File: config.mk
export PLATFORM = sky130hd
export DESIGN_NAME = fp_div_seq
export DESIGN_NICKNAME = d
export VERILOG_FILES = /design/src/rtl/fp_div_seq.sv
export SDC_FILE = /design/constraint.sdc
export NUM_CORES = 1
export LEC_CHECK = 0
export ABC_AREA = 0
export CAP_MARGIN = 20
export CORE_ASPECT_RATIO = 0.8
export CORE_UTILIZATION = 30
export DETAILED_ROUTE_END_ITERATION = 8
export PLACE_DENSITY = 0.53
export SETUP_SLACK_MARGIN = 0.05
export SLEW_MARGIN = 5
export SYNTH_ARGS = -nofsm -noshare
export SYNTH_HDL_FRONTEND = slang
export SYNTH_SLANG_ARGS = --single-unit
File: constraint.sdc
create_clock -name clk_i -period 7.6 [get_ports clk_i]
set_input_delay 0.76 -clock clk_i [delete_from_list [all_inputs] [get_ports clk_i]]
set_output_delay 0.76 -clock clk_i [all_outputs]
set_load 0.02 [all_outputs]
File: src/rtl/fp_div_seq.sv
// -----------------------------------------------------------------------------
// fp_div_seq_pkg / fp_div_seq
//
// Multi-cycle IEEE-754 divider producing an unrounded result for a separate
// rounding stage. Operands are classified when a start is accepted. Special
// cases (NaN, zero, infinity) finish on the next cycle. Every other operand
// pair goes through PREP (subnormal normalisation and exponent), ITER
// (restoring radix-2 divide) and NORM (alignment, subnormal shift, sticky).
//
// Ports
//   clk_i          clock, rising edge
//   reset_i        synchronous, active-high reset
//   a_i, b_i       dividend / divisor, FP_WIDTH bits
//   rnd_i          rounding mode, captured with the operands, not used here
//   start_i        request, accepted only while ready_o=1
//   ready_o        high in IDLE and FIN
//   done_o         one-cycle pulse in the first FIN cycle of each result
//   urnd_result_o  {u_result, rs, round_en, invalid, exp_cout}
//   dz_o           divide-by-zero, valid with the result
//
// u_result is UResultWidth bits wide so one port type serves every format.
// The active format sits right-aligned as {sign, exp, mant}. The upper bits
// are zero.
// -----------------------------------------------------------------------------
package fp_div_seq_pkg;

    typedef enum logic [1:0] {FP16, FP32, FP64} fp_format_e;

    typedef enum logic [2:0] {RNE, RTZ, RDN, RUP, RMM} roundmode_e;

    localparam int unsigned UResultWidth = 64;

    typedef struct packed {
        logic [UResultWidth-1:0] u_result;
        logic [1:0]              rs;        // {round bit, sticky}
        logic                    round_en;
        logic                    invalid;
        logic [1:0]              exp_cout;  // top bits of the wide exponent
    } uround_res_t;

    function automatic int unsigned fp_exp_width(fp_format_e fmt);
        case (fmt)
            FP16:    return 5;
            FP64:    return 11;
            default: return 8;
        endcase
    endfunction

    function automatic int unsigned fp_mant_width(fp_format_e fmt);
        case (fmt)
            FP16:    return 10;
            FP64:    return 52;
            default: return 23;
        endcase
    endfunction

endpackage

module fp_div_seq
    import fp_div_seq_pkg::*;
#(
    parameter fp_format_e   FP_FORMAT      = FP32,
    parameter int unsigned  ITER_PER_CYCLE = 1,    // 1, 2 or 4
    localparam int unsigned EXP_WIDTH      = fp_exp_width(FP_FORMAT),
    localparam int unsigned MANT_WIDTH     = fp_mant_width(FP_FORMAT),
    localparam int unsigned FP_WIDTH       = 1 + EXP_WIDTH + MANT_WIDTH
) (
    input  logic                clk_i,
    input  logic                reset_i,
    input  logic [FP_WIDTH-1:0] a_i,
    input  logic [FP_WIDTH-1:0] b_i,
    input  roundmode_e          rnd_i,
    input  logic                start_i,
    output logic                ready_o,
    output logic                done_o,
    output uround_res_t         urnd_result_o,
    output logic                dz_o
);

    localparam int unsigned BIAS     = (1 << (EXP_WIDTH - 1)) - 1;
    localparam int unsigned QBits    = MANT_WIDTH + 3;  // hidden + mant + round + 1
    localparam int unsigned NumIter  = (QBits + ITER_PER_CYCLE - 1) / ITER_PER_CYCLE;
    localparam int unsigned QRegBits = NumIter * ITER_PER_CYCLE;
    localparam int unsigned ExpW     = EXP_WIDTH + 2;
    localparam int unsigned CntW     = $clog2(NumIter + 1);
    localparam int unsigned LzW      = $clog2(MANT_WIDTH + 2);
    localparam int unsigned RemW     = MANT_WIDTH + 2;
    // Quotient bits computed beyond QBits (ITER_PER_CYCLE not dividing QBits)
    // only feed the sticky bit.
    localparam logic [QRegBits-1:0] ExtraMask =
        QRegBits'((64'd1 << (QRegBits - QBits)) - 64'd1);

    typedef enum logic [2:0] {StIdle, StPrep, StIter, StNorm, StFin} state_e;

    state_e                   state_q;
    logic [FP_WIDTH-1:0]      a_q, b_q;
    roundmode_e               rnd_q;
    logic                     sign_q;
    logic signed [ExpW-1:0]   exp_q;
    logic [RemW-1:0]          rem_q;
    logic [MANT_WIDTH:0]      div_q;
    logic [QRegBits-1:0]      quot_q;
    logic [CntW-1:0]          cnt_q;
    uround_res_t              res_q;
    logic                     dz_q;
    logic                     done_q;

    // ---------------------------------------------------------------------
    // Operand classification on the live inputs (used at acceptance)
    // ---------------------------------------------------------------------
    logic [EXP_WIDTH-1:0]  ea_i, eb_i;
    logic [MANT_WIDTH-1:0] fa_i, fb_i;
    logic                  a_zero, a_inf, a_nan, a_snan;
    logic                  b_zero, b_inf, b_nan, b_snan;
    logic                  sign_in, special;
    logic [FP_WIDTH-1:0]   spec_fp;
    logic                  spec_inv, spec_dz;
    uround_res_t           spec_res;

    assign ea_i = a_i[FP_WIDTH-2 -: EXP_WIDTH];
    assign eb_i = b_i[FP_WIDTH-2 -: EXP_WIDTH];
    assign fa_i = a_i[MANT_WIDTH-1:0];
    assign fb_i = b_i[MANT_WIDTH-1:0];

    assign a_zero = (ea_i == '0) && (fa_i == '0);
    assign b_zero = (eb_i == '0) && (fb_i == '0);
    assign a_inf  = (&ea_i) && (fa_i == '0);
    assign b_inf  = (&eb_i) && (fb_i == '0);
    assign a_nan  = (&ea_i) && (fa_i != '0);
    assign b_nan  = (&eb_i) && (fb_i != '0);
    assign a_snan = a_nan && !fa_i[MANT_WIDTH-1];
    assign b_snan = b_nan && !fb_i[MANT_WIDTH-1];

    assign sign_in = a_i[FP_WIDTH-1] ^ b_i[FP_WIDTH-1];
    assign special = a_zero | a_inf | a_nan | b_zero | b_inf | b_nan;

    always_comb begin
        spec_fp  = {sign_in, {(FP_WIDTH-1){1'b0}}};
        spec_inv = 1'b0;
        spec_dz  = 1'b0;
        if (a_nan || b_nan || (a_zero && b_zero) || (a_inf && b_inf)) begin
            // Default quiet NaN
            spec_fp  = {1'b1, {EXP_WIDTH{1'b1}}, 1'b1, {(MANT_WIDTH-1){1'b0}}};
            spec_inv = (a_zero && b_zero) || (a_inf && b_inf) || a_snan || b_snan;
        end else if (b_zero) begin
            spec_fp = {sign_in, {EXP_WIDTH{1'b1}}, {MANT_WIDTH{1'b0}}};
            spec_dz = 1'b1;
        end else if (a_inf) begin
            spec_fp = {sign_in, {EXP_WIDTH{1'b1}}, {MANT_WIDTH{1'b0}}};
        end
        // Remaining cases (finite/inf, 0/finite) keep the signed zero.
    end

    always_comb begin
        spec_res          = '0;
        spec_res.u_result = UResultWidth'(spec_fp);
        spec_res.invalid  = spec_inv;
    end

    // ---------------------------------------------------------------------
    // PREP: normalise subnormal significands and form the biased exponent
    // ---------------------------------------------------------------------
    logic [EXP_WIDTH-1:0]   ea_q, eb_q, ea_adj, eb_adj;
    logic [MANT_WIDTH:0]    ma_raw, mb_raw, ma_norm, mb_norm;
    logic [LzW-1:0]         lz_a, lz_b;
    logic signed [ExpW-1:0] ea_eff, eb_eff, exp_prep;

    assign ea_q = a_q[FP_WIDTH-2 -: EXP_WIDTH];
    assign eb_q = b_q[FP_WIDTH-2 -: EXP_WIDTH];

    always_comb begin
        ma_raw = {|ea_q, a_q[MANT_WIDTH-1:0]};
        mb_raw = {|eb_q, b_q[MANT_WIDTH-1:0]};
        lz_a   = '0;
        lz_b   = '0;
        // The highest set bit is visited last, so its count wins.
        for (int i = 0; i <= MANT_WIDTH; i++) begin
            if (ma_raw[i]) lz_a = LzW'(MANT_WIDTH - i);
            if (mb_raw[i]) lz_b = LzW'(MANT_WIDTH - i);
        end
        ma_norm = ma_raw << lz_a;
        mb_norm = mb_raw << lz_b;

        // A subnormal has effective exponent 1, less its normalisation shift.
        ea_adj   = (ea_q == '0) ? EXP_WIDTH'(1) : ea_q;
        eb_adj   = (eb_q == '0) ? EXP_WIDTH'(1) : eb_q;
        ea_eff   = $signed({2'b00, ea_adj}) - $signed(ExpW'(lz_a));
        eb_eff   = $signed({2'b00, eb_adj}) - $signed(ExpW'(lz_b));
        exp_prep = ea_eff - eb_eff + $signed(ExpW'(BIAS));
    end

    // ---------------------------------------------------------------------
    // ITER: ITER_PER_CYCLE restoring steps per cycle
    // ---------------------------------------------------------------------
    logic [RemW-1:0]     rem_n;
    logic [QRegBits-1:0] quot_n;

    always_comb begin
        rem_n  = rem_q;
        quot_n = quot_q;
        for (int k = 0; k < ITER_PER_CYCLE; k++) begin
            if (rem_n >= {1'b0, div_q}) begin
                rem_n  = rem_n - {1'b0, div_q};
                quot_n = {quot_n[QRegBits-2:0], 1'b1};
            end else begin
                quot_n = {quot_n[QRegBits-2:0], 1'b0};
            end
            rem_n = rem_n << 1;
        end
    end

    // ---------------------------------------------------------------------
    // NORM: one-bit left align, subnormal right shift, round/sticky
    // ---------------------------------------------------------------------
    logic [QBits-1:0]       q_sig, n_sig;
    logic [2*QBits-1:0]     n_wide;
    logic signed [ExpW-1:0] n_exp;
    logic [ExpW-1:0]        n_sh;
    logic                   n_lost, n_rnz;
    uround_res_t            norm_res;

    always_comb begin
        q_sig  = quot_q[QRegBits-1 -: QBits];
        n_rnz  = (|rem_q) | (|(quot_q & ExtraMask));
        n_sig  = q_sig;
        n_exp  = exp_q;
        n_lost = 1'b0;
        n_wide = '0;
        n_sh   = '0;
        if (!q_sig[QBits-1]) begin
            n_sig = q_sig << 1;
            n_exp = exp_q - ExpW'(1);
        end
        if (n_exp[ExpW-1] || (n_exp == '0)) begin
            n_sh = ExpW'(1) - n_exp;
            if (n_sh > ExpW'(QBits)) n_sh = ExpW'(QBits);
            // The low half of the wide vector collects the bits shifted out.
            n_wide = {n_sig, {QBits{1'b0}}} >> n_sh;
            n_sig  = n_wide[2*QBits-1 -: QBits];
            n_lost = |n_wide[QBits-1:0];
            n_exp  = '0;
        end

        norm_res          = '0;
        norm_res.u_result = UResultWidth'({sign_q, n_exp[EXP_WIDTH-1:0], n_sig[QBits-2:2]});
        norm_res.rs       = {n_sig[1], n_sig[0] | n_lost | n_rnz};
        norm_res.round_en = 1'b1;
        norm_res.exp_cout = n_exp[ExpW-1 -: 2];
    end

    // The rounding mode rides along for the downstream rounder. The hidden
    // bit is implied by the exponent field.
    logic unused_bits;
    assign unused_bits = ^{rnd_q, n_sig[QBits-1]};

    // ---------------------------------------------------------------------
    // Control FSM and all state
    // ---------------------------------------------------------------------
    always_ff @(posedge clk_i) begin
        if (reset_i) begin
            state_q <= StIdle;
            a_q     <= '0;
            b_q     <= '0;
            rnd_q   <= RNE;
            sign_q  <= 1'b0;
            exp_q   <= '0;
            rem_q   <= '0;
            div_q   <= '0;
            quot_q  <= '0;
            cnt_q   <= '0;
            res_q   <= '0;
            dz_q    <= 1'b0;
            done_q  <= 1'b0;
        end else begin
            done_q <= 1'b0;
            unique case (state_q)
                StIdle, StFin: begin
                    if (start_i) begin
                        a_q   <= a_i;
                        b_q   <= b_i;
                        rnd_q <= rnd_i;
                        if (special) begin
                            res_q   <= spec_res;
                            dz_q    <= spec_dz;
                            done_q  <= 1'b1;
                            state_q <= StFin;
                        end else begin
                            state_q <= StPrep;
                        end
                    end else begin
                        state_q <= StIdle;
                    end
                end
                StPrep: begin
                    sign_q  <= a_q[FP_WIDTH-1] ^ b_q[FP_WIDTH-1];
                    exp_q   <= exp_prep;
                    rem_q   <= {1'b0, ma_norm};
                    div_q   <= mb_norm;
                    quot_q  <= '0;
                    cnt_q   <= CntW'(NumIter);
                    state_q <= StIter;
                end
                StIter: begin
                    rem_q  <= rem_n;
                    quot_q <= quot_n;
                    cnt_q  <= cnt_q - CntW'(1);
                    if (cnt_q == CntW'(1)) state_q <= StNorm;
                end
                StNorm: begin
                    res_q   <= norm_res;
                    dz_q    <= 1'b0;
                    done_q  <= 1'b1;
                    state_q <= StFin;
                end
                default: state_q <= StIdle;
            endcase
        end
    end

    assign ready_o       = (state_q == StIdle) || (state_q == StFin);
    assign done_o        = done_q;
    assign urnd_result_o = res_q;
    assign dz_o          = dz_q;

endmodule

==> metrics, run 1 <==
worst reg2reg setup slack=1.58 ns; Commonest cells post-synth=304 x nand2_1, 198 x dfxtp_1, 190 x nor2_1, 180 x a21oi_1, 118 x mux2i_1; GRT overflow=0; Post-CTS Repair Setup Buffers=0; f_max=166 MHz; async set or reset register ratio after synthesis=0; R2R depth=17; Post-Syn Instances=2,000; Syn. warnings=0; Netlist Area Pre-Place=14,900 um^2; Core Box Area=48,600 um^2; status=finished, final reports clean; minimum clock period after layout=6.02 ns; worst r2r src=exp_q[0]; per-cell routed wire length=19.1 um; ys flop type=dfxtp_1; unique cell type count in the Yosys netlist=99; Tot Pwr=5.16 mW; CTS buffer count=17; Die Wd=251 um; die area=50,500 um^2; clk sinks=198; fin area=17,000 um^2; Detail Placement HPWL=38,600 um; worst slew pin tran=1.06 ns; IO Pins=143; gpl congestion=0.938; final-report max-slew violation count=0; maximum VDD drop=203 uV; FF-to-FF End=urnd_result_o[4]; crit-path cells=inv_1, ha_1, nor2b_1, nor2_1, inv_1, ha_1, a221o_1, a2111oi_4, nand2_4, nand2_1, o22ai_1, a21oi_2, o21ai_1, mux2_2, and4_1, a31oi_1, a2bb2oi_1; final hold vios=0; crit path max-delay cell type=dfxtp_1; multi-input logic area=10,100 um^2; drt initial violations=1,437; DIE HEIGHT=201 um; vias in the first global route=14,000; max_slew headroom=0.293; ranking of synthesized cells by area=dfxtp_1 27%, mux2i_1 7.9%, nand2_1 7.7%; final wirelength=51,100 um; first-pass GRT wire length=80,300 um; DR vias=14,900; Worst setup startpoint=exp_q[0]; largest net degree at the start of global routing=87; PD cells=304 nW/um^2; DRC Markers=0; Critical Path Fanout Max=26; WHS Path Cells=2; share of layout cells above drive strength 1=0.0589; initial antenna violation count=0; sequential element share of the synthesized area=0.266; register area=3970 um^2; Clock transition at path regs=0.07 ns; setup violators final=0; Fin Hold WS=0.454 ns; post-synth top area share=0.266; Hold Path Origin=urnd_result_o[15]; drt pass-1 iters=8; max-cap viol count=0; # rows=72; startpoint types=flop; vias per cell=5.60; final cycle utilization of the critical path=0.792; hold path endpoint=urnd_result_o[15]; Post-synth EDFFs=0; Initial Util=0.306; synthesized area per cell=7.44 um^2; Post-CTS Resized=0; CTS tree=done; Worst Hold Class=reg -> reg; clk buf depth=2; gr usage total=0.201; Routed Antenna Nets=0; kind of critical path=reg -> reg; Final Skew=0.0121 ns; CP arrival=6.44 ns; largest area contributor in the netlist=dfxtp_1; post-layout util=0.349; FF+latch count, synth=198; Nets=2,148; H-tree levels=4; CTS Hold Bufs=0; Layout area overhead=13.9%; clock root buffer=clkbuf_16; Clk Latency, worst-skew pair=0.50 ns; Port Buf Inserts=107; Pleak=6.40 nW; post-place instance area=16,400 um^2; CP Capture Type=flop; RSZ-0062 raised after global routing=no; Worst EP required=8.02 ns; most frequent cell after synthesis=nand2_1; max incr delay on CP=0.73 ns; setup TNS=0 ns; fill count=5,240
## cells in the final DEF, fill, tap and decap left out, types with 6 or more instances in the layout
master and n:
o21ai_1 7, buf_4 31, o211ai_1 14, mux2i_1 118
nand2_1 303, dfxtp_1 197, or2_2 8, o31ai_1 7
clkbuf_16 17, or3_1 10, nand4_1 11, xnor2_1 30
o221ai_1 7, mux2_2 16, o31a_1 6, nor2b_1 9
a211oi_1 29, ha_1 50, o21bai_1 12, o21ai_0 76
nand2b_1 22, a22oi_1 56, o21a_1 7, nor3_1 51
conb_1 32, nor2_1 189, a32oi_1 11, o22ai_1 18
clkdlybuf4s50_1 106, and3_1 16, a21oi_1 179, a221oi_1 9
nand3_1 38, a21o_1 25, inv_1 63, nor4_1 42
a31oi_1 19, xor2_1 21, a22o_1 24, and2_1 16
## where the power goes
group          switching, mW  internal [mW]  leakage, nW
sequential             0.111           1.11         1.61
combinational           1.91           1.08         4.51
clock                  0.443          0.500        0.280
## critical path: cells and delay by family (launching register included)
family / cells / cell delay, ns
flops: 1 / 0.73
mux: 1 / 0.32
fa+ha+maj: 2 / 0.98
compound gates: 7 / 2.16
buf+inv: 2 / 0.40
simple gates: 5 / 1.33
## cell type report
class	instances	share of cell area
multi-input cells	1607	0.594
flip-flops and latches	198	0.234
repair buffers	137	0.0763
well taps	629	0.0464
clock buffers	20	0.0269
inverters	65	0.0144
clock inverters	11	0.00745
diodes	1	0.000148
## per-layer routing
layer | global-route usage | wire length, um | up-vias
li1 | - | - | 7273
met1 | 0.304 | 26300 | 7166
met2 | 0.288 | 21100 | 447
met3 | 0.0303 | 2720 | 57
met4 | 0.0597 | 935 | 0
met5 | 0 | 0 | -
## cell families (layout without fill, tap and decap cells)
| kind of cell | after synthesis | count (layout) | share of synthesized area |
|---|---|---|---|
| multiplexers | 136 | 136 | 0.0930 |
| AND/OR/NAND/NOR | 743 | 743 | 0.226 |
| XOR/XNOR | 52 | 52 | 0.0311 |
| adder cells (fa/ha/maj) | 52 | 52 | 0.0447 |
| buffers and inverters | 226 | 233 | 0.0685 |
| other | 1 | 33 | 0.000252 |
| AO/OA/AOI/OAI | 592 | 592 | 0.270 |
| flip-flops | 198 | 198 | 0.266 |
## how the worst max path moves through the flow
stage | slack, ns | cells past startpoint | end
final | 1.58 | 17 | urnd_result_o[4]
after global routing | 1.27 | 17 | urnd_result_o[4]
after CTS | 1.73 | 17 | urnd_result_o[4]
after detailed placement | 1.78 | 17 | urnd_result_o[4]
after global placement | 1.82 | 17 | urnd_result_o[4]
after floorplan | 2.62 | 27 | exp_q[9]
## flip-flops by register name, indices dropped and copies added, names as in the netlist
| register | count |
|---|---|
| b_q | 32 |
| q_sig | 26 |
| cnt_q | 5 |
| dz_o | 1 |
| exp_q | 10 |
| state_q | 3 |
| sign_q | 1 |
| a_q | 32 |
| done_o | 1 |
| div_q | 24 |
| rem_q | 25 |
| urnd_result_o | 38 |
## per-stage QoR
step,instances,setup WS (ns)
finish,2668,1.58
global route,2667,1.27
floorplan,2031,2.62
global placement,2636,1.82
detailed placement,2636,1.78
CTS,2667,1.73
(Power assumes the default switching activity.)
==> run 2: changes to the inputs <==
clock period = 6.15 ns   (was 7.6 ns; I/O delays follow)
==> metrics, run 2 (synthesis results as in run 1) <==
final-report max-slew violation count=0; Port Buf Inserts=107; f_max=194 MHz; Tot Pwr=6.52 mW; worst r2r src=exp_q[0]; commonest non-fill, non-tap cell in the layout=nand2_1; # rows=72; Post-CTS Repair Setup Buffers=0; minimum clock period after layout=5.16 ns; drt initial violations=1,309; final cycle utilization of the critical path=0.840; DR vias=15,000; H-tree levels=4; gpl congestion=0.936; kind of critical path=reg -> reg; RSZ-0062 raised after global routing=no; Pleak=6.53 nW; crit path max-delay cell type=o32a_1; Worst Path Buf+Inv=2; Die Wd=251 um; worst slew pin tran=1.14 ns; Routed Antenna Nets=0; clk sinks=198; CTS tree=done; Critical Path Fanout Max=16; crit-path cells=inv_1, ha_1, nor2b_1, nor2_1, inv_1, ha_1, and3_1, nor3_1, o32a_1, nand2_2, mux2i_1, mux2_1, o211ai_1, and3_1, nand4_1, nor3_1, o221ai_1, a2bb2oi_1; antenna fix cells=0; IO Pins=143; share of layout cells above drive strength 1=0.0717; largest net degree at the start of global routing=81; setup TNS=0 ns; status=finished, final reports clean; hold path endpoint=urnd_result_o[24]; grt met1 use=0.312; Nets=2,173; WHS Path Cells=2; Clk Latency, worst-skew pair=0.48 ns; Worst EP required=6.51 ns; vias in the first global route=14,100; startpoint types=flop; Detail Placement HPWL=39,800 um; GR Util met3=0.0326; max reg flops=38; CP arrival=5.53 ns; drt pass-1 iters=6; Clock transition at path regs=0.08 ns; Layout area overhead=15.5%; per-cell routed wire length=19.3 um; most frequent cells in the layout=303 x nand2_1, 197 x dfxtp_1, 189 x nor2_1; maximum VDD drop=258 uV; GRT overflow=0; pre-CTS setup slack=1.12 ns; Post-CTS Resized=0; max incr delay on CP=0.67 ns; die area=50,500 um^2; DRC Markers=0; vias per cell=5.58; Hold Path Origin=urnd_result_o[24]; CTS buffer count=17; clock root buffer=clkbuf_16; most crowded layer after global routing=met1; PD cells=379 nW/um^2; Largest delay share family, worst path=simple AND/OR/NAND/NOR gates; initial antenna violation count=0; gr usage total=0.205; clk buf depth=2; Core Box Area=48,600 um^2; setup ws final=0.986 ns; max-cap viol count=0; CTS Hold Bufs=0; max_slew headroom=0.238; R2R depth=18; CP Capture Type=flop; number of cells on the critical path=18; Worst Hold Class=reg -> reg; final wirelength=52,100 um; FF-to-FF End=urnd_result_o[4]; Final Skew=0.0127 ns; Fin Hold WS=0.453 ns; worst reg2reg setup slack=0.99 ns; Initial Util=0.306; DIE HEIGHT=201 um; met2 usage=0.293; final hold vios=0; first-pass GRT wire length=81,700 um; setup violators final=0
-- run 2: power breakdown --
part           switching, mW  internal, mW
clock                  0.575         0.652
combinational           2.40          1.39
sequential             0.130          1.37
-- run 2: tightest hold or removal path, cell delays in order (launching register included) --
cell and delay, ns:
dfxtp_1 0.32, nand2_1 0.05, nand2_1 0.04
-- run 2: area by class of cell --
| type | count | area [um^2] |
|---|---|---|
| Fill cell | 5137 | 31500 |
| Inverter | 65 | 244 |
| Tap cell | 629 | 787 |
| Clock buffer | 17 | 425 |
| Multi-Input combinational cell | 1607 | 10100 |
| Timing Repair Buffer | 162 | 1490 |
| Clock inverter | 15 | 198 |
| Sequential cell | 198 | 3970 |
-- run 2: how the worst max path moves through the flow --
stage / to / startpoint / slack (ns)
after global routing: exp_q[9] / b_q[24] / 0.68
after detailed placement: urnd_result_o[4] / b_i[22] / 1.12
final: urnd_result_o[4] / exp_q[0] / 0.99
after CTS: exp_q[9] / b_q[24] / 1.10
after global placement: urnd_result_o[4] / b_i[22] / 1.13
after floorplan: exp_q[9] / b_q[1] / 1.17
-- run 2: per-stage QoR --
stage          instance area [um^2]  utilization  cells
2_1_floorplan                 15000            -   2031
3_3_place_gp                  16600        0.340   2660
3_5_place_dp                  16600        0.341   2661
4_1_cts                       17200        0.353   2693
5_1_grt                       17200        0.353   2693
6_report                      17200        0.353   2693
-- run 2: layer usage --
| layer | routed length [um] | up-vias |
|---|---|---|
| met2 | 21400 | 463 |
| met5 | 0 | - |
| met3 | 3220 | 62 |
| met1 | 26600 | 7181 |
| li1 | - | 7320 |
| met4 | 903 | 0 |
==> run 3: changes to the inputs <==
PLACE_DENSITY = 0.55   (was 0.53)
clock period = 4.2 ns   (was 6.15 ns; I/O delays follow)
==> metrics, run 3 (synthesis results as in run 1) <==
fin area=19,500 um^2; hold path endpoint=q_sig[0]; max_slew headroom=0.332; first-pass GRT wire length=84,800 um; Routed Antenna Nets=0; FF-to-FF End=exp_q[7]; clock root buffer=clkbuf_16; Final Skew=0.0147 ns; max reg flops=38; largest net degree at the start of global routing=68; IO Pins=143; fill count=4,992; max incr delay on CP=0.37 ns; Layout area overhead=30.9%; Clock transition at path regs=0.07 ns; vias per cell=5.54; failing checks=setup timing; status=complete, but fails checks; CTS tree=done; Core Box Area=48,600 um^2; post-place instance area=18,000 um^2; per-cell routed wire length=19.0 um; share of layout cells above drive strength 1=0.206; initial antenna violation count=1; minimum clock period after layout=4.37 ns; Port Buf Inserts=107; Pleak=7.59 nW; CP Capture Type=flop; f_max=229 MHz; gr usage total=0.213; crit path max-delay cell type=o41ai_2; Die Wd=251 um; WHS Path Cells=2; worst slew pin tran=0.998 ns; setup violators final=4; final wirelength=54,900 um; worst r2r src=a_q[1]; H-tree levels=4; clk sinks=198; # rows=72; most frequent cells in the layout=300 x nand2_1, 232 x buf_4, 188 x dfxtp_1; startpoint types=flop; GRT overflow=0; kind of critical path=reg -> reg; Worst Hold Class=in -> reg; drt pass-1 iters=5; PD cells=566 nW/um^2; CTS Hold Bufs=0; Detail Placement HPWL=41,400 um; Clk Latency, worst-skew pair=0.50 ns; R2R depth=28; CTS buffer count=17; Tot Pwr=11.0 mW; DR vias=16,000; DIE HEIGHT=201 um; die area=50,500 um^2; Worst EP required=4.57 ns; drt initial violations=1,546; commonest non-fill, non-tap cell in the layout=nand2_1; CP arrival=4.74 ns; final cycle utilization of the critical path=1.04; worst reg2reg setup slack=-0.17 ns; antenna fix cells=0; final hold vios=0; DRC Markers=0; Nets=2,368; setup ws final=-0.173 ns; vias in the first global route=14,700; max-cap viol count=0; Hold Path Origin=reset_i; clk buf depth=2; RSZ-0062 raised after global routing=yes; gpl congestion=0.958; final-report max-slew violation count=0; maximum VDD drop=336 uV; Initial Util=0.306; Critical Path Fanout Max=3
-- run 3: cell types whose count changed in the layout (fill, tap and decap cells not counted), sizes merged --
cell / previous run / this run
clkinvlp: 3 / 2
inv: 67 / 64
buf: 56 / 249
clkbuf: 17 / 21
bufinv: 3 / 0
nand2: 306 / 307
clkinv: 7 / 8
-- run 3: critical path, delay by kind of cell, from the launching register on --
| kind | cells | cell delay [ns] |
|---|---|---|
| simple gates | 6 | 0.53 |
| xor+xnor | 2 | 0.32 |
| compound gates | 11 | 1.78 |
| flops | 1 | 0.33 |
| fa+ha+maj | 4 | 0.91 |
| buf+inv | 5 | 0.38 |
-- run 3: cell type report --
class                   instances  area [um^2]  share of cell area
flip-flops and latches        198         3980               0.204
clock buffers                  20          447              0.0229
repair buffers                356         3080               0.158
multi-input cells            1608        10900               0.558
clock inverters                 9         57.6             0.00295
inverters                      65          251              0.0129
well taps                     629          787              0.0404
-- run 3: stage by stage --
step / utilization / instances / worst slack [ns] / hold slack [ns] / setup TNS [ns]
6_report: 0.400 / 2885 / -0.173 / 0.385 / -0.515
5_1_grt: 0.400 / 2885 / -0.455 / 0.420 / -1.82
4_1_cts: 0.386 / 2866 / -0.0480 / 0.372 / -0.121
3_5_place_dp: 0.369 / 2825 / -0.344 / 0.436 / -1.68
3_3_place_gp: 0.369 / 2825 / -0.338 / 0.434 / -1.38
2_1_floorplan: - / 2031 / -0.130 / 0.425 / -0.130
-- run 3: routing by layer --
metal	share of wire	global-route usage	routed length [um]
met1	0.51	0.322	27800
met2	0.42	0.306	23000
met3	0.058	0.0298	3170
met4	0.018	0.0688	992
met5	0.00024	0	13
-- run 3: how the worst max path moves through the flow --
stage / from / end / depth (start not counted)
2_1_floorplan: b_q[1] / exp_q[9] / 27
3_3_place_gp: exp_q[0] / urnd_result_o[5] / 20
3_5_place_dp: exp_q[0] / urnd_result_o[5] / 20
4_1_cts: b_q[1] / exp_q[9] / 25
5_1_grt: a_q[1] / exp_q[8] / 27
6_report: a_q[1] / exp_q[7] / 28
-- run 3: what timing repair did --
item / 4_1_cts / 5_1_grt
gates resized for setup: 47 / 113
buffers inserted: 12 / 17
cloned: 0 / 2
pin swaps: 17 / 64
endpoints found under the setup margin: 21 / 41
-- run 3: where the power goes --
part           total, mW  internal (mW)  switching [mW]
registers           2.19           2.01           0.173
logic               7.29           3.27            4.03
clock network       1.54          0.757           0.783
total               11.0           6.04            4.98
==> RTL edit 1: new RTL, config.mk and constraints of run 3 <==
The package constant `UResultWidth` goes from 64 to 32.
--- a/src/rtl/fp_div_seq.sv
+++ b/src/rtl/fp_div_seq.sv
@@ -28,7 +28,7 @@
 
     typedef enum logic [2:0] {RNE, RTZ, RDN, RUP, RMM} roundmode_e;
 
-    localparam int unsigned UResultWidth = 64;
+    localparam int unsigned UResultWidth = 32;
 
     typedef struct packed {
         logic [UResultWidth-1:0] u_result;
Ports: changed (resized urnd_result_o); port bits go from 143 to 111. The function was not compared with the original's and may differ.
==> RTL edit 1 against run 3 <==
First-iteration DRC count shrank 6.4%. Sequential cell count is the same. Combinational power is 13% lower. Power down 7.0%. The flow still finishes with violations (setup timing). Wire length shrank 2.6%. Synthesized area is 1.7% lower. Worst setup slack better by 0.13 ns. Non-clock buffer count fell by 18. Final area down 1.3%.
==> RTL edit 1: results (changes against run 3) <==
[status]
status = finished with violations  ; unchanged
violations = setup timing  ; unchanged

[power_and_ir_drop]
pwr-share-seq_pct = 21.1  ; was 19.8%
p_comb_uw = 6320  ; was 7290 uW
power.total_uw = 10200  ; was 11000 uW
p_leak_uw = 0.00727  ; was 0.00759 uW
internal_power_uw = 5710  ; was 6040 uW

[grt]
grtUsageMet2_pct = 29.3  ; was 30.6%
grt_use_total_pct = 21.3  ; about the same
grt_use_met3_pct = 3.84  ; was 2.98%
grt_pass1_vias = 14600  ; was 14700
grt_pass1_wl_um = 83600  ; was 84800 um

[placement]
dp.final_hpwl_um = 40900  ; was 41400 um
place_area_sq_um = 17700  ; was 18000 sq um
dp_cells = 2778  ; was 2825

[logic_synthesis]
syn_inst = 1976  ; was 2000
synth_adder_area_share_pct = 4.55  ; was 4.47%
synth_mux_area_share_pct = 8.36  ; was 9.30%
synth_compound_area_share_pct = 28.7  ; was 27.0%
ys_seq_area_share_pct = 27.1  ; was 26.6%
yosysUniqueCellTypes = 84  ; was 99
netlist_top_cells_area = dfxtp_1 27%, nand2_1 7.5%, a21oi_1 6.2%  ; was dfxtp_1 27%, mux2i_1 7.9%, nand2_1 7.7%

[cells_and_area]
drive_above_1_share_pct = 20.2  ; was 20.6%
nets = 2324  ; was 2368

[timing]
whs_ns = 0.365  ; was 0.385 ns
worst_slew_pin_slew_ns = 0.876  ; was 0.998 ns
setup_ws_ns = -0.0433  ; was -0.173 ns
fin_skew_ns = 0.0149  ; was 0.0147 ns
tns_ns = -0.127  ; was -0.515 ns
finalSetupViolations = 3  ; was 4

[routing]
routedWlPerCell_um = 18.9  ; was 19.0 um
drt_iter0_markers = 1447  ; was 1546
wl_met2_um = 21200  ; was 23000 um

[cts]
postCtsSetupRepairBufs = 11  ; was 12
post_cts.resized_instances = 51  ; was 47

[setup_path]
reg2reg_to = exp_q[9]  ; was exp_q[7]
arrival_ns = 4.63  ; was 4.74 ns
cp-startpoint = a_q[0]  ; was a_q[1]
reg2reg_depth = 22  ; was 28

[worst_hold_path]
min_to = q_sig[5]  ; was q_sig[0]

RTL edit 1: cell type report:
type,count,area [sq um],share of cell area (%)
Tap cell,620,776,4.04
Multi-Input combinational cell,1568,10700,55.8
Inverter,79,299,1.56
Sequential cell,198,3980,20.7
Timing Repair Buffer,338,2840,14.8
Clock buffer,17,425,2.21
Clock inverter,15,184,0.957
RTL edit 1: cells by family (layout without fill, tap and decap cells):
| group | after synthesis | after routing |
|---|---|---|
| mux | 109 | 109 |
| buf+inv | 210 | 449 |
| fa+ha+maj | 52 | 52 |
| flops | 198 | 198 |
| compound gates | 623 | 623 |
| simple gates | 734 | 734 |
| xor+xnor | 50 | 50 |
RTL edit 1: worst max-delay path by stage:
stage | end | slack, ns | cells past startpoint
2_1_floorplan | exp_q[9] | -0.17 | 28
3_3_place_gp | exp_q[9] | -0.13 | 25
5_1_grt | exp_q[8] | -0.28 | 26
6_report | exp_q[9] | -0.04 | 22
4_1_cts | exp_q[9] | -0.06 | 27
3_5_place_dp | exp_q[9] | -0.13 | 25
==> RTL edit 2: new RTL, config.mk and constraints of run 3 <==
Made on the original files. Make the reset (`reset_i`) asynchronous in one clocked block. Comments in the files are not updated.
--- a/src/rtl/fp_div_seq.sv
+++ b/src/rtl/fp_div_seq.sv
@@ -256,7 +256,7 @@
     // ---------------------------------------------------------------------
     // Control FSM and all state
     // ---------------------------------------------------------------------
-    always_ff @(posedge clk_i) begin
+    always_ff @(posedge clk_i or posedge reset_i) begin
         if (reset_i) begin
             state_q <= StIdle;
             a_q     <= '0;
Behaviour: differs if reset_i is asserted again (counterexample within 4 cycles, from zero or initial values and one cycle with reset_i high); with reset_i held inactive, the same outputs for 4 cycles.
==> RTL edit 2 against run 3 <==
The run still ends with setup timing left. Clock power is 19% higher. Sequential cell count stayed put. Sequential power is 69% higher. Power is 68% higher. Worst setup slack better by 0.053 ns. Critical path type unchanged. Clock skew is 0.0026 ns lower. Critical path depth is 10 lower. Final area is 8.8% higher. Non-clock buffer count is 76 higher. Count of clock-buffer cells in the layout is 3 lower. Wire length is 2.7% higher. Synthesized area is 5.7% higher. Global-route usage is 0.27 points lower.
==> RTL edit 2: results (changes against run 3) <==
[status]
status = finished with violations  ; unchanged
violations = setup timing  ; unchanged

[setup_path]
arrival_ns = 4.70  ; was 4.74 ns
cp_max_fo = 5  ; was 3

[placement]
io_buffers = 107  ; unchanged
dp.final_hpwl_um = 43600  ; was 41400 um
gp_congestion = 0.920  ; was 0.958

[timing]
finalSetupViolations = 1  ; was 4
setup_ws_ns = -0.120  ; was -0.173 ns
fin_skew_ns = 0.0121  ; was 0.0147 ns
max_slew_margin_pct = 33.3  ; was 33.2%

[worst_hold_path]
hp-class = in -> async  ; was in -> reg

[power_and_ir_drop]
p_leak_uw = 0.00878  ; was 0.00759 uW
vdd_drop_max_uv = 473  ; was 336 uV

[cells_and_area]
fillers = 5091  ; was 4992
drive_above_1_share_pct = 27.8  ; was 20.6%
diodes = 0  ; unchanged
nets = 2288  ; was 2368

[logic_synthesis]
ys_async_sr_fraction_pct = 100  ; was 0%
netlist_top_cells_area = dfrtp_1 31%, mux2i_1 8.7%, mux2_2 5.4%  ; was dfxtp_1 27%, mux2i_1 7.9%, nand2_1 7.7%
yosys-top-cells-count = 198 x dfrtp_1, 187 x nand2_1, 149 x nor2_1  ; was 304 x nand2_1, 198 x dfxtp_1, 190 x nor2_1
yosysWarningCount = 0  ; unchanged
ys_seq_area_share_pct = 31.5  ; was 26.6%
yosysUniqueCellTypes = 94  ; was 99

[routing]
drt_iter0_markers = 1135  ; was 1546
drc_errors = 0  ; unchanged
finalWirelength_um = 56400  ; was 54900 um
viasPerCell = 5.48  ; was 5.54

[cts]
path_clk_slew_ns = 0.08
numCtsBuffers = 17  ; unchanged

[grt]
grt_pass1_vias = 14700  ; about the same
grt_pass1_wl_um = 86400  ; was 84800 um
grt_use_total_pct = 21.0  ; was 21.3%
antenna_found_initial = 0  ; was 1
grt_max_degree = 100  ; was 68

==> RTL edit 2: cell count changes after synthesis, sizes merged, moves of 58 or more <==
| cell | delta |
|---|---|
| dfxtp | -198 |
| o21ai | +68 |
| mux2 | +58 |
| dfrtp | +198 |
| nand2 | -118 |
| a21oi | -83 |
==> RTL edit 2: cells by family (layout without fill, tap and decap cells) <==
kind of cell    after synthesis  in the layout  share of synthesized area (%)
xor+xnor                     56             56                           3.24
other cells                   1             32                         0.0238
mux                         215            215                           14.5
compound gates              543            543                           23.2
simple gates                550            550                           16.9
fa+ha+maj                    52             52                           4.23
flops                       198            198                           31.5
buf+inv                     221            533                           6.43
==> RTL edit 2: final cells by class <==
cell class,count,area share [%]
clock inverters,15,1.03
multi-input cells,1448,50.9
flip-flops and latches,198,23.4
inverters,69,1.25
clock buffers,17,2.01
repair buffers,432,17.4
well taps,684,4.04
==> RTL edit 2: through the flow <==
stage          worst slack [ns]  instance area [sq um]  std cells  setup TNS (ns)  hold WS [ns]
6_report                 -0.120                  21200       2863          -0.120         0.217
5_1_grt                  -0.299                  21200       2863          -0.833         0.208
4_1_cts               -0.000108                  20500       2836       -0.000108         0.179
3_5_place_dp             -0.182                  19400       2781          -0.550         0.471
3_3_place_gp             -0.262                  19400       2781           -1.00         0.467
2_1_floorplan            -0.116                  16200       1867          -0.165         0.446
==> RTL edit 2: final timing paths <==
| kind | start | endpoint | depth (start not counted) |
|---|---|---|---|
| max | exp_q[1] | urnd_result_o[4] | 18 |
| min | reset_i | q_sig[9] | 2 |
| max reg2reg | exp_q[1] | urnd_result_o[4] | 18 |
| min reg2reg | div_q[15] | div_q[15] | 2 |
| max in group asynchronous | reset_i | a_q[25] | 3 |
| min in group clk_i | div_q[15] | div_q[15] | 2 |
==> RTL edit 2: layer usage <==
metal / global-route usage, % / vias to the layer above / wire (um)
li1: - / 7390 / -
met1: 31.8 / 7744 / 28500
met2: 29.3 / 485 / 23100
met3: 4.09 / 70 / 3270
met4: 7.21 / 0 / 1500
met5: 0 / - / 0
==> RTL edit 2: repair_timing <==
action                     CTS  global route
hold buffers                 0             0
buffers inserted            25            25
cloned                       0             3
resized for setup           48            93
pin swaps                   43            74
setup endpoints to repair    8            19
==> RTL edit 2: power breakdown <==
part,switching [uW],internal (uW)
combinational,7030,5990
clock,866,963
sequential,924,2780
==> RTL edit 2: worst max-delay path, stage by stage (launching register included) <==
cell,delay (ns)
dfrtp_1,0.39
inv_2,0.09
ha_4,0.16
or3b_4,0.42
buf_6,0.14
o41ai_4,0.20
a21oi_2,0.06
o21a_2,0.27
a41oi_4,0.35
buf_12,0.18
buf_6,0.11
o31ai_4,0.08
a221oi_4,0.31
a211oi_2,0.14
a2111oi_2,0.26
nand4_1,0.15
or4_1,0.54
nor4_2,0.25
o31ai_1,0.09
